$ cat config.mk
export PLATFORM = sky130hd
export DESIGN_NAME = operand_fetch_stage
export DESIGN_NICKNAME = d
export VERILOG_FILES = /design/src/rtl/cpu_pkg.sv /design/src/rtl/reg_scoreboard.sv /design/src/rtl/operand_fetch_stage.sv
export SDC_FILE = /design/constraint.sdc
export NUM_CORES = 1
export LEC_CHECK = 0
export CAP_MARGIN = 20
export CORE_ASPECT_RATIO = 0.5
export CORE_UTILIZATION = 45
export CTS_CLUSTER_SIZE = 25
export DETAILED_ROUTE_END_ITERATION = 8
export HOLD_SLACK_MARGIN = 0.06
export PLACE_DENSITY = 0.77
export SETUP_SLACK_MARGIN = 0.4
export SYNTH_ARGS = -nofsm -noshare
export SYNTH_HDL_FRONTEND = slang
export SYNTH_SLANG_ARGS = --single-unit
$ cat constraint.sdc
create_clock -name clk -period 3.3 [get_ports clk]
set_clock_uncertainty 0.2 [all_clocks]
set_input_delay 0.66 -clock clk [delete_from_list [all_inputs] [get_ports clk]]
set_output_delay 0.66 -clock clk [all_outputs]
set_load 0.03 [all_outputs]
$ cat src/rtl/cpu_pkg.sv
// cpu_pkg: shared register-file geometry and operand types
package cpu_pkg;
  localparam int NREGS = 64;
  localparam int AW = 6;
  localparam int DW = 32;
  localparam int CTRL_W = 8;
  typedef logic [AW-1:0] reg_addr_t;
  typedef logic [DW-1:0] word_t;
endpackage

$ cat src/rtl/reg_scoreboard.sv
// reg_scoreboard: per-register in-flight bits, set beats both clears
module reg_scoreboard
  import cpu_pkg::*;
(
  input  logic      clk,
  input  logic      rst,
  input  logic      set_en,
  input  reg_addr_t set_rd,
  input  logic      clr_a_en,
  input  reg_addr_t clr_a_rd,
  input  logic      clr_b_en,
  input  reg_addr_t clr_b_rd,
  input  reg_addr_t look_a,
  input  reg_addr_t look_b,
  input  reg_addr_t look_c,
  output logic      busy_a,
  output logic      busy_b,
  output logic      busy_c
);
  logic [NREGS-1:0] busy, set_mask, clr_mask;
  always_comb begin
    set_mask = set_en ? NREGS'(1) << set_rd : '0;
    clr_mask = (clr_a_en ? NREGS'(1) << clr_a_rd : '0) | (clr_b_en ? NREGS'(1) << clr_b_rd : '0);
  end
  always_ff @(posedge clk)
    if (rst) busy <= '0;
    else busy <= (busy & ~clr_mask) | set_mask;
  assign busy_a = busy[look_a];
  assign busy_b = busy[look_b];
  assign busy_c = busy[look_c];
endmodule

$ cat src/rtl/operand_fetch_stage.sv
// operand_fetch_stage: reads operands with writeback bypass, stalls on RAW/WAW, one-entry output register
module operand_fetch_stage
  import cpu_pkg::*;
(
  input  logic              clk,
  input  logic              rst,
  input  logic              in_valid,
  output logic              in_ready,
  input  reg_addr_t         in_rs,
  input  reg_addr_t         in_rt,
  input  reg_addr_t         in_rd,
  input  logic              in_writes_rd,
  input  logic [CTRL_W-1:0] in_ctrl,
  output reg_addr_t         rf_rs,
  output reg_addr_t         rf_rt,
  input  word_t             rf_rs_data,
  input  word_t             rf_rt_data,
  input  logic              wb_en,
  input  reg_addr_t         wb_rd,
  input  word_t             wb_data,
  input  logic              flush,
  output logic              out_valid,
  input  logic              out_ready,
  output word_t             out_rs_data,
  output word_t             out_rt_data,
  output reg_addr_t         out_rd,
  output logic              out_writes_rd,
  output logic [CTRL_W-1:0] out_ctrl
);
  logic busy_rs, busy_rt, busy_rd, wbclr_rs, wbclr_rt, wbclr_rd, hz, accept;
  assign rf_rs = in_rs;
  assign rf_rt = in_rt;
  always_comb begin
    wbclr_rs = wb_en && wb_rd == in_rs;
    wbclr_rt = wb_en && wb_rd == in_rt;
    wbclr_rd = wb_en && wb_rd == in_rd;
    hz = (busy_rs && !wbclr_rs) || (busy_rt && !wbclr_rt) || (in_writes_rd && busy_rd && !wbclr_rd);
    in_ready = !rst && !flush && !hz && (!out_valid || out_ready);
    accept = in_valid && in_ready;
  end
  reg_scoreboard u_sb (
    .clk      (clk),
    .rst      (rst),
    .set_en   (accept && in_writes_rd),
    .set_rd   (in_rd),
    .clr_a_en (wb_en),
    .clr_a_rd (wb_rd),
    .clr_b_en (flush && out_valid && out_writes_rd),
    .clr_b_rd (out_rd),
    .look_a   (in_rs),
    .look_b   (in_rt),
    .look_c   (in_rd),
    .busy_a   (busy_rs),
    .busy_b   (busy_rt),
    .busy_c   (busy_rd)
  );
  always_ff @(posedge clk)
    if (rst) begin
      out_valid <= 1'b0;
      out_rs_data <= '0;
      out_rt_data <= '0;
      out_rd <= '0;
      out_writes_rd <= 1'b0;
      out_ctrl <= '0;
    end else if (accept) begin
      out_valid <= 1'b1;
      out_rs_data <= wbclr_rs ? wb_data : rf_rs_data;
      out_rt_data <= wbclr_rt ? wb_data : rf_rt_data;
      out_rd <= in_rd;
      out_writes_rd <= in_writes_rd;
      out_ctrl <= in_ctrl;
    end else if (flush || out_ready) out_valid <= 1'b0;
endmodule

Word level (Yosys, flattened, before mapping)
Index checks and enable logic that the tools add are counted.

cells by class
  add/sub/neg operators = 0
  multipliers = 0
  divide/modulo/power cells = 0
  $lt $le $gt $ge = 3
  equality and inequality tests = 3
  shift operators = 3
  muxes and demuxes = 13
  bitwise operators = 4
  reductions and logical operators = 26

operator list
  operator                                                               number
  64-bit 2-to-1 mux                                                      3
  1-bit by 6-bit left shift with 64-bit output (first input constant)    3
  64-bit bitwise OR                                                      2
  64-bit bitwise AND                                                     1
  32-bit 2-to-1 mux                                                      2
  64-bit inverter                                                        1
  6-bit by 7-bit < comparator with 1-bit output (second input constant)  3
  1-bit binary-select mux with 6-bit select                              3
  6-bit == test                                                          3
  1-bit logical AND                                                      14
  1-bit zero test                                                        7
  1-bit 2-to-1 mux                                                       5
  1-bit logical OR                                                       4
  2-bit nonzero test                                                     1

storage, ports and cells
  flip-flop bits (word level) = 144
  bits in latches = 0
  bits in writable memories = 0
  ROM bits = 0
  logic and storage cells = 59
  memories = 0

Longest topological paths before layout
  word-level depth = 13
  gate-level depth with buffers = 13

Modules after synthesis
A second synthesis with hierarchy kept.

second synthesis, totals
  cell total of the unflattened synthesis = 1116
  area total of the unflattened synthesis = 9898.2 µm²

modules (own cells, without submodules)
  module               times used  cells an instance  area each (µm²)  sequential area each (µm²)
  reg_scoreboard       1           566                4986.0           1281.2
  operand_fetch_stage  1           550                4912.2           1601.5

Least setup slack after synthesis
Ideal clock, no wire load.

  path type = input to output
  from = in in_rt[0]
  to = out in_ready
  arrival time = 2.675 ns
  required time = 2.440 ns
  path slack = -0.235 ns
  stages on the path = 8
  path buffers = 2
  cells stage by stage = buf_2 > buf_4 > mux4_2 > mux4_2 > nor2_1 > nor3_1 > a21oi_1 > and3_1

between the ends
  cells in the longest elaborated chain, start to end = 9
  elaborated cells between the ends (all ways) = 11

ends and longest elaborated chain
  item                                                                                               RTL line                   RTL
  start, declared                                                                                    operand_fetch_stage.sv:10  input reg_addr_t in_rt,
  parallel branches: the longest is 3 deep, another holds 1-bit binary-select mux with 6-bit select  -
  1-bit logical AND (*)                                                                              operand_fetch_stage.sv:37  hz = (busy_rs && !wbclr_rs) || (busy_rt && !wbclr_rt) || (in_writes_rd && busy_rd && !wbclr_rd);
  1-bit logical OR (*) (2 in series)                                                                 operand_fetch_stage.sv:37
  1-bit zero test (*)                                                                                operand_fetch_stage.sv:38  in_ready = !rst && !flush && !hz && (!out_valid || out_ready);
  1-bit logical AND (*) (2 in series)                                                                operand_fetch_stage.sv:38
  end, declared                                                                                      operand_fetch_stage.sv:8   output logic in_ready,

Every way passes the cells marked *. The select of a mux whose other input is x is not followed.

Worst setup path in the final report
  from = in in_rs[1]
  to = out in_ready

between the ends
  cells in the longest elaborated chain, start to end = 9
  elaborated cells between the ends (all ways) = 11

ends and longest elaborated chain
  item                                                                                               RTL line                   RTL
  start, declared                                                                                    operand_fetch_stage.sv:9   input reg_addr_t in_rs,
  parallel branches: the longest is 3 deep, another holds 1-bit binary-select mux with 6-bit select  -
  1-bit logical AND (*)                                                                              operand_fetch_stage.sv:37
  1-bit logical OR (*) (2 in series)                                                                 operand_fetch_stage.sv:37
  1-bit zero test (*)                                                                                operand_fetch_stage.sv:38
  1-bit logical AND (*) (2 in series)                                                                operand_fetch_stage.sv:38

Marked as above.

==> summary.md <==
| Metric | Value |
|---|---|
| Final-report hold violation count | 0 |
| Clock insertion delay at the later pin of the skew report | 0.43 ns |
| Post-layout instance area | around 14000 µm² |
| Setup TNS | -7.67 ns |
| Via/cell ratio | 6.45 |
| Met3 Usage GRT | 14.4% |
| Nets | 1386 |
| DIE AREA | 20400 µm² |
| Share of layout cells above drive strength 1 | 26.7% |
| WP buf/inv | 3 |
| Switch Pwr | around 1.5 mW |
| Syn Nets | 1089 |
| Antenna violations before repair | 1 |
| Reg clk slew, reported paths | 0.06 ns |
| Max-slew headroom | 43.6% |
| Clk buf depth | 2 |
| TritonCTS buffer count | 17 |
| Critical path arrival | 2.79 ns |
| Root buf cell | clkbuf_16 |
| CP Launch Type | input pin |
| Setup Viol. Count Final | 106 |
| CP dominant cell by count | mux4_2 |
| Worst-Margin Slew | 0.839 ns |
| Clk network pwr share | 41.6% |
| Gpl congestion | 1.05 |
| Netlist cell types | 42 |
| Violated checks | negative setup slack |
| CTS sink count | approximately 140 |
| Critical-path cell list | buf_8, buf_12, mux4_2, mux4_2, mux2i_1, o311ai_1, a31oi_1, and3_4, buf_6 |
| Post-route DRC violation count | 0 |
| # fillers | approximately 1300 |
| DR pass1 iterations | 9 |
| CTS tree | done |
| First DRT Iteration DRCs | 1105 |
| Combinational Power Share | about 22% |
| Yosys top cell area share | 32.3% |
| Die width | 201 µm |
| Tmin final | ~3.7 ns |
| Crit share post-route | 111% |
| Finished Layout Cells | ~1500 |
| Hpwl dp | roughly 29000 µm |
| Slew Viols, Final | 0 |
| Synth-to-layout area growth | 59.4% |
| Peak VDD IR | ~0.38 mV |
| Placed Area | 12000 µm² |
| Ports | approximately 230 |
| Number of flops mapped to enable cells by yosys | 0 |
| Pin count of the biggest net entering global routing | 67 |
| Dominant cells by area after synthesis | dfxtp_1 (32%), mux2i_1 (17%), mux4_2 (10%) |
| Reg2Reg Depth | 14 |
| Critical-path top delay cell | mux4_2 |
| Crit path max fanout | 5 |
| Wire per inst | 27.3 µm |
| PortBufs | between 200 and 250 |
| Core Rows | 35 |
| Unrepaired setup endpoints after global routing | yes |
| Sequential share of the synthesized area | about a third |
| Final worst-path setup slack | -0.353 ns |
| Main flop type after synthesis | dfxtp_1 |
| Seq pwr share | 36.6% |
| CTS Hold Bufs | 0 |
| Setup crit end kind | output pin |
| P_leak | 5.77 nW |
| Routed via count | 9825 |
| Mapped Area | 8920 µm² |
| Ys Warns | 0 |
| Fin Hold WS | 0.258 ns |
| Global-route usage over all layers | 38.9% |
| H-tree depth | 4 |
| Crit path required time | 2.44 ns |
| DRT Wirelength | ~42000 µm |
| Largest stage delay, worst path | 0.53 ns |
| Internal power | 3.53 mW |
| Critical path's top delay family | multiplexers |
| Hold path depth | 2 |
| Syn Inst Count | 954 |
| DRT antenna net count | 0 |
| Die Y-Extent | 102 µm |
| Levels on crit path | 9 |
| Layer carrying the most global-route usage | met2 |
| Reg2Reg Setup Slack | -0.12 ns |
| Core region area | 18900 µm² |
| Hold Crit Class | reg2reg |
| Vias in the first global route | 9438 |
| Power, Total | 5.00 mW |
| Starting Density | 47.2% |
| Avg Cell Area, Syn | 9.35 µm² |
| FF+latch count, synth | about 140 |
| Sw Share | between 20 and 30% |
| Status | finished with violations |
| Placed Instances | 1459 |
| Met2 Use GR | between 60% and 70% |
| Fmax | between 200 and 300 MHz |
| M1 GR Usage | 50.2% |
| Crit Path Category | in2out |
| Power Density | between 300 and 400 nW/µm² |
| Asr flop ratio synth | 0% |
| Max-cap violations | 0 |
| GR Overflow Total | 0 |
| Top cell type by total area after synthesis | dfxtp_1 |
| First-pass GRT wire length | 59200 µm |
path summary, 6_finish.rpt:
path	endpoint	from
max reg2reg	out_rt_data[6]	u_sb.busy[2]
min reg2reg	out_rs_data[12]	out_rs_data[12]
min	out_rs_data[12]	out_rs_data[12]
max	in_ready	in_rs[1]
worst register-to-register path, cell delays in order (launching register included):
cell and delay, ns:
dfxtp_1 0.43, mux4_2 0.50, mux4_2 0.50, nor2_2 0.16, nor3_2 0.08, a21oi_2 0.16
buf_4 0.14, buf_6 0.08, buf_6 0.08, nand4_1 0.15, buf_6 0.23, buf_16 0.18
buf_8 0.14, buf_8 0.13, mux2i_2 0.15
cell usage in the layout, fill, tap and decap left out, types with 6 or more instances in the layout:
cell	count
clkdlybuf4s50_1	204
mux2i_1	149
dfxtp_1	144
nand2_1	140
buf_4	102
nand3_1	50
o2111ai_1	46
mux4_2	41
o31ai_4	41
nand4_1	31
nor2_1	28
nor2b_1	25
clkbuf_16	23
nand2b_1	21
o31ai_2	17
buf_6	13
buf_8	13
buf_12	13
mux2_2	11
nor3_1	10
a22oi_1	9
buf_16	9
inv_1	8
mux2_4	8
dlymetal6s2s_1	8
xnor2_1	7
xor2_1	7
o31ai_1	6
dlygate4sd2_1	6
metal layers:
| layer | part of all wire, % | vias to the layer above |
|---|---|---|
| met2 | 43 | 721 |
| met3 | 14 | 154 |
| li1 | - | 4181 |
| met4 | 4.0 | 2 |
| met1 | 39 | 4767 |
| met5 | 0.036 | - |
metrics by stage:
stage                     util, %  setup WS [ns]
final                        75.3         -0.353
after global routing         75.3         -0.417
after CTS                    70.3         -0.247
after detailed placement     63.8         -0.825
after global placement       63.8         -0.779
after floorplan                 -         0.0470
power by group through the flow:
stage / sequential, mW / combinational, mW / clock, mW
global placement: 1.86 / 0.905 / 0
detailed placement: 1.86 / 0.917 / 0
finish: 1.83 / 1.09 / 2.08
CTS: 1.83 / 0.994 / 2.06
global route: 1.83 / 1.13 / 2.16
floorplan: 1.95 / 0.381 / 0
flip-flops by register name, summed over array words and instances (netlist names):
name / flops
u_sb.busy: 64
out_rs_data: 32
out_rt_data: 32
out_ctrl: 8
out_rd: 6
out_valid: 1
out_writes_rd: 1
cell type report:
class                           count  area [µm²]  share of cell area (%)
Inverter                            9        35.0                   0.246
Clock inverter                     13         175                    1.23
Clock buffer                       18         439                    3.09
Sequential cell                   144        2880                    20.3
Antenna cell                        1        2.50                  0.0176
Timing Repair Buffer              379        4040                    28.4
Multi-Input combinational cell    700        6320                    44.4
Tap cell                          259         324                    2.28
cell families after synthesis:
kind of cell / synth area share [%]
mux: 29.6
simple gates: 18.1
flops: 32.3
compound gates: 12.2
xor+xnor: 1.77
buf+inv: 5.96
cell usage after synthesis (5+ instances only):
| cell | number |
|---|---|
| a22oi_1 | 9 |
| buf_1 | 6 |
| buf_2 | 11 |
| buf_4 | 14 |
| buf_6 | 7 |
| clkbuf_1 | 63 |
| dfxtp_1 | 144 |
| inv_1 | 9 |
| mux2_2 | 19 |
| mux2i_1 | 150 |
| mux4_2 | 41 |
| nand2_1 | 140 |
| nand2b_1 | 21 |
| nand3_1 | 50 |
| nand3b_1 | 5 |
| nand4_1 | 31 |
| nor2_1 | 30 |
| nor2b_1 | 29 |
| nor3_1 | 11 |
| o2111ai_1 | 48 |
| o31ai_1 | 64 |
| xnor2_1 | 11 |
| xor2_1 | 7 |
what timing repair did:
item | 4_1_cts | 5_1_grt
gates cloned | 11 | 6
endpoints found under the setup margin | 149 | 146
buffers inserted | 7 | 8
resized for setup | 77 | 149
pin swaps | 7 | 62
No activity file was read; power rests on OpenSTA's default activity.
